**src/rtl/mux_scan_ctrl.sv**
```systemverilog
// Scan sequencer for an 8:1 single-bit channel mux: walks enabled channels, settles, samples, and delivers an 8-bit word.
// Optional MUX_SCAN_PARITY_EN adds a data_parity output (XOR of data_out).
module mux_scan_ctrl #(
  parameter int SETTLE = 2,
  parameter int CNT_W  = 4
) (
  input  logic       clk,
  input  logic       rst_n,
  input  logic       start,
  input  logic [7:0] mask,
  output logic [2:0] sel,
  input  logic       mux_out,
  output logic       busy,
  output logic [7:0] data_out,
  output logic       valid,
  input  logic       ready
`ifdef MUX_SCAN_PARITY_EN
  ,
  output logic       data_parity
`endif
);

  typedef enum logic [1:0] {S_IDLE, S_SETTLE, S_SAMPLE, S_DONE} state_t;

  localparam logic [CNT_W-1:0] CNT_LAST = CNT_W'((SETTLE == 0) ? 0 : SETTLE - 1);
  // With no settle time a new select goes straight to sampling.
  localparam state_t POST_SEL = (SETTLE == 0) ? S_SAMPLE : S_SETTLE;

  state_t           state;
  logic [7:0]       mask_q;
  logic [7:0]       shadow;
  logic [CNT_W-1:0] cnt;
  logic [3:0]       first_ch;
  logic [3:0]       next_ch;
  logic [7:0]       word;

  // Returns {found, index} of the lowest set bit of m at or above position from.
  function automatic logic [3:0] find_ch(input logic [7:0] m, input logic [3:0] from);
    logic [3:0] r;
    r = 4'b0;
    for (int i = 7; i >= 0; i--) begin
      if (m[i] && (i >= int'(from))) r = {1'b1, 3'(i)};
    end
    return r;
  endfunction

  always_comb begin
    first_ch  = find_ch(mask, 4'd0);
    next_ch   = find_ch(mask_q, {1'b0, sel} + 4'd1);
    word      = shadow;
    word[sel] = mux_out;
  end

  always_ff @(posedge clk or negedge rst_n) begin
    if (!rst_n) begin
      state    <= S_IDLE;
      sel      <= 3'd0;
      busy     <= 1'b0;
      valid    <= 1'b0;
      data_out <= 8'd0;
      mask_q   <= 8'd0;
      shadow   <= 8'd0;
      cnt      <= '0;
`ifdef MUX_SCAN_PARITY_EN
      data_parity <= 1'b0;
`endif
    end else begin
      case (state)
        S_IDLE: begin
          if (start) begin
            mask_q <= mask;
            shadow <= 8'd0;
            busy   <= 1'b1;
            cnt    <= '0;
            if (first_ch[3]) begin
              sel   <= first_ch[2:0];
              state <= POST_SEL;
            end else begin
              data_out <= 8'd0;
              valid    <= 1'b1;
              state    <= S_DONE;
`ifdef MUX_SCAN_PARITY_EN
              data_parity <= 1'b0;
`endif
            end
          end
        end
        S_SETTLE: begin
          if (cnt == CNT_LAST) begin
            cnt   <= '0;
            state <= S_SAMPLE;
          end else begin
            cnt <= cnt + 1'b1;
          end
        end
        S_SAMPLE: begin
          shadow <= word;
          if (next_ch[3]) begin
            sel   <= next_ch[2:0];
            state <= POST_SEL;
          end else begin
            data_out <= word;
            valid    <= 1'b1;
            state    <= S_DONE;
`ifdef MUX_SCAN_PARITY_EN
            data_parity <= ^word;
`endif
          end
        end
        S_DONE: begin
          if (ready) begin
            valid <= 1'b0;
            busy  <= 1'b0;
            state <= S_IDLE;
          end
        end
        default: state <= S_IDLE;
      endcase
    end
  end

endmodule
```
**config.mk**
```make
export PLATFORM = sky130hd
export DESIGN_NAME = mux_scan_ctrl
export DESIGN_NICKNAME = d
export VERILOG_FILES = /design/src/rtl/mux_scan_ctrl.sv
export SDC_FILE = /design/constraint.sdc
export NUM_CORES = 1
export LEC_CHECK = 0
export CAP_MARGIN = 0
export CORE_ASPECT_RATIO = 0.5
export CORE_MARGIN = 2
export CORE_UTILIZATION = 45
export CTS_CLUSTER_SIZE = 25
export DETAILED_ROUTE_END_ITERATION = 10
export PLACE_DENSITY_LB_ADDON = 0.3
export SKIP_CTS_REPAIR_TIMING = 1
export SLEW_MARGIN = 20
export SYNTH_ARGS = -nofsm -noshare
export SYNTH_HDL_FRONTEND = slang
export SYNTH_SLANG_ARGS = --single-unit
```
**constraint.sdc**
```tcl
create_clock -name clk -period 7.49 [get_ports clk]
set_input_delay 1.498 -clock clk [delete_from_list [all_inputs] [get_ports clk]]
set_output_delay 1.498 -clock clk [all_outputs]
set_load 0.05 [all_outputs]
```
==> flow_summary.json <==
{
  "min_from": "shadow[6]",
  "yosysUniqueCellTypes": 43,
  "grt.overflow.total": 0,
  "synth.avg_cell_area_um2": 9.93,
  "path_class": "reg -> out",
  "stdcell_area_mm2": 0.00233,
  "wire_per_inst_um": 15.6,
  "start_kind": "flop",
  "ys.flop_type": "dfrtp_1",
  "die_area_mm2": 0.00497,
  "reg2reg_depth": 8,
  "min_to": "shadow[6]",
  "worstPathCellList": "clkdlybuf4s50_1",
  "die_x_um": 97.7,
  "coreArea_mm2": 0.00406,
  "post-dp-hpwl_um": 3130,
  "place_congestion": 0.923,
  "grt_usage": 0.199,
  "clock_path_buffers": 2,
  "fmax_mhz": 297,
  "start_util": 0.486,
  "synth_cells": 199,
  "syn_nets": 218,
  "clock_skew_ns": 0.00970,
  "grt_max_degree": 36,
  "endpoint_kind": "output port",
  "drc": 0,
  "cts_tree": "built",
  "syn-cell-area_mm2": 0.00198,
  "seq_area_frac_synth": 0.443,
  "crit_slowest_cell": "clkdlybuf4s50_1",
  "routed_wl_um": 4370,
  "period_minus_slack_ns": 3.36,
  "ir_drop_uv": 127,
  "crit_buf_inv": 1,
  "cts_root_buf": "clkbuf_8",
  "vias": 1585,
  "path_max_fanout": 17,
  "portBuffers": 25,
  "antenna_left": 0,
  "async_reset_ff_frac": 1.00,
  "timing.slew.headroom": 0.615,
  "drv_slew": 0,
  "period_share": 0.449,
  "num_rows": 16,
  "cp.depth": 1,
  "cp.arrival_ns": 1.86,
  "r2r_slack_ns": 4.43,
  "yosys_warnings": 0,
  "drv_cap": 0,
  "num_io_pins": 26,
  "path_delay_family": "buffers and inverters",
  "antenna_found_initial": 0,
  "grt_pass1_vias": 1557,
  "die_h_um": 50.9,
  "crit_required_ns": 5.99,
  "yosys_register_bits": 35,
  "htree_levels": 2,
  "timing.final.setup_violations": 0,
  "diodes": 0,
  "hold_violations": 0,
  "timing.rr.start": "sel[1]",
  "drive_above_1_share": 0.128,
  "cts_made_buffers": 5,
  "synth_edf_count": 0,
  "areaGrowthSynthToFinish_pct": 18.1,
  "placed_area_mm2": 0.00225,
  "clk_latency_ns": 0.29,
  "hp-class": "reg -> reg",
  "clk_pin_slew_worst_paths_ns": 0.08,
  "powerDensity_mw_per_mm2": 378,
  "max_stage_delay_ns": 0.90,
  "cts.sinks": 35,
  "hold_depth": 1,
  "drt_first_pass_iters": 4,
  "finalNetCount": 244,
  "setup_tns_ns": 0,
  "worst_pin_slew_ns": 0.573,
  "power.leakage_nw": 1.07,
  "rsz0062_at_grt": "no",
  "vias_per_cell": 5.66,
  "outcome": "finished, final reports clean",
  "r2r_end": "sel[1]",
  "grt_pass1_wl_um": 7630,
  "dr.first_iter.drc_count": 102
}
## report_power, final
group          leakage (nW)  switching [mW]  internal (mW)
sequential            0.454          0.0728          0.249
clock                0.0422          0.0681         0.0653
combinational         0.573           0.254          0.173
## synth_stat cells, drive strengths merged (2+ instances only)
library cell | n | area (um^2)
or3 | 3 | 25.0
nor3 | 5 | 25.0
nor2 | 21 | 78.8
a31oi | 2 | 12.5
o2bb2ai | 6 | 52.6
dfrtp | 35 | 876
clkbuf | 5 | 38.8
o21ai | 14 | 70.1
nor3b | 2 | 15.0
mux2 | 14 | 158
a21o | 6 | 45.0
mux2i | 9 | 90.1
and3 | 3 | 18.8
inv | 10 | 37.5
nand2 | 18 | 75.1
o22ai | 2 | 12.5
or2 | 2 | 12.5
a22oi | 3 | 22.5
a21oi | 9 | 45.0
a211oi | 3 | 22.5
buf | 2 | 10.0
ha | 6 | 75.1
nand3 | 4 | 20.0
## per-layer routing
| layer | share of wire | track usage | vias to the layer above |
|---|---|---|---|
| met1 | 0.48 | 0.265 | 777 |
| met5 | 0 | 0 | - |
| met4 | 0.019 | 0.0880 | 0 |
| met3 | 0.048 | 0.0575 | 11 |
| li1 | - | - | 763 |
| met2 | 0.45 | 0.308 | 34 |
## area by class of cell
| type | count | area, um^2 |
|---|---|---|
| clock buffer | 7 | 76.3 |
| inverter | 10 | 37.5 |
| multi-input combinational | 147 | 1010 |
| clock inverter | 1 | 5.00 |
| timing repair buffer | 26 | 258 |
| fill | 352 | 1730 |
| tap | 54 | 67.6 |
| sequential | 35 | 876 |
## through the flow
stage | setup slack, ns | instances | utilization | power, mW | hold slack (ns)
final | 4.13 | 280 | 0.575 | 0.882 | 0.480
after global routing | 4.06 | 280 | 0.575 | 0.949 | 0.506
after CTS | 4.13 | 280 | 0.575 | 0.886 | 0.483
after detailed placement | 4.00 | 272 | 0.554 | 0.749 | 0.465
after global placement | 4.04 | 272 | 0.554 | 0.734 | 0.458
after floorplan | 4.28 | 199 | - | 0.644 | 0.449
## flip-flops by register name, summed over array words and instances (netlist names)
signal and count:
valid 1, sel 3, shadow 8, state 2, busy 1, mask_q 8
cnt 4, data_out 8
## cells by family after synthesis
group,share of synthesized area
AND/OR/NAND/NOR,0.158
AO/OA/AOI/OAI,0.183
flip-flops,0.443
multiplexers,0.125
buffers and inverters,0.0437
adder cells (fa/ha/maj),0.0380
XOR/XNOR,0.00886
## placed cells by master (no fill, tap or decap), types with 2 or more instances in the layout
master | Yosys | layout
inv_1 | 10 | 10
a31oi_1 | 2 | 2
clkbuf_1 | 3 | 2
nor3b_1 | 2 | 2
nand3_1 | 4 | 4
nand2_1 | 17 | 17
a211oi_1 | 3 | 3
nor2_1 | 21 | 21
mux2i_1 | 9 | 9
mux2_2 | 14 | 14
clkbuf_8 | 2 | 5
o22ai_1 | 2 | 2
or2_2 | 2 | 2
ha_1 | 6 | 6
o2bb2ai_1 | 6 | 6
and3_1 | 3 | 3
a21oi_1 | 9 | 9
dfrtp_1 | 35 | 35
a22oi_1 | 3 | 3
clkdlybuf4s50_1 | 0 | 25
a21o_1 | 6 | 6
nor3_1 | 5 | 5
o21ai_0 | 13 | 13
## worst max-delay path by stage
stage / start / slack (ns) / end
after floorplan: sel[1] / 4.28 / sel[1]
after global placement: mask[4] / 4.04 / sel[1]
after detailed placement: mask[4] / 4.00 / sel[1]
after CTS: sel[2] / 4.13 / sel[2]
after global routing: sel[2] / 4.06 / sel[2]
final: sel[2] / 4.13 / sel[2]
Note: power is estimated with default switching activity, not from simulation.
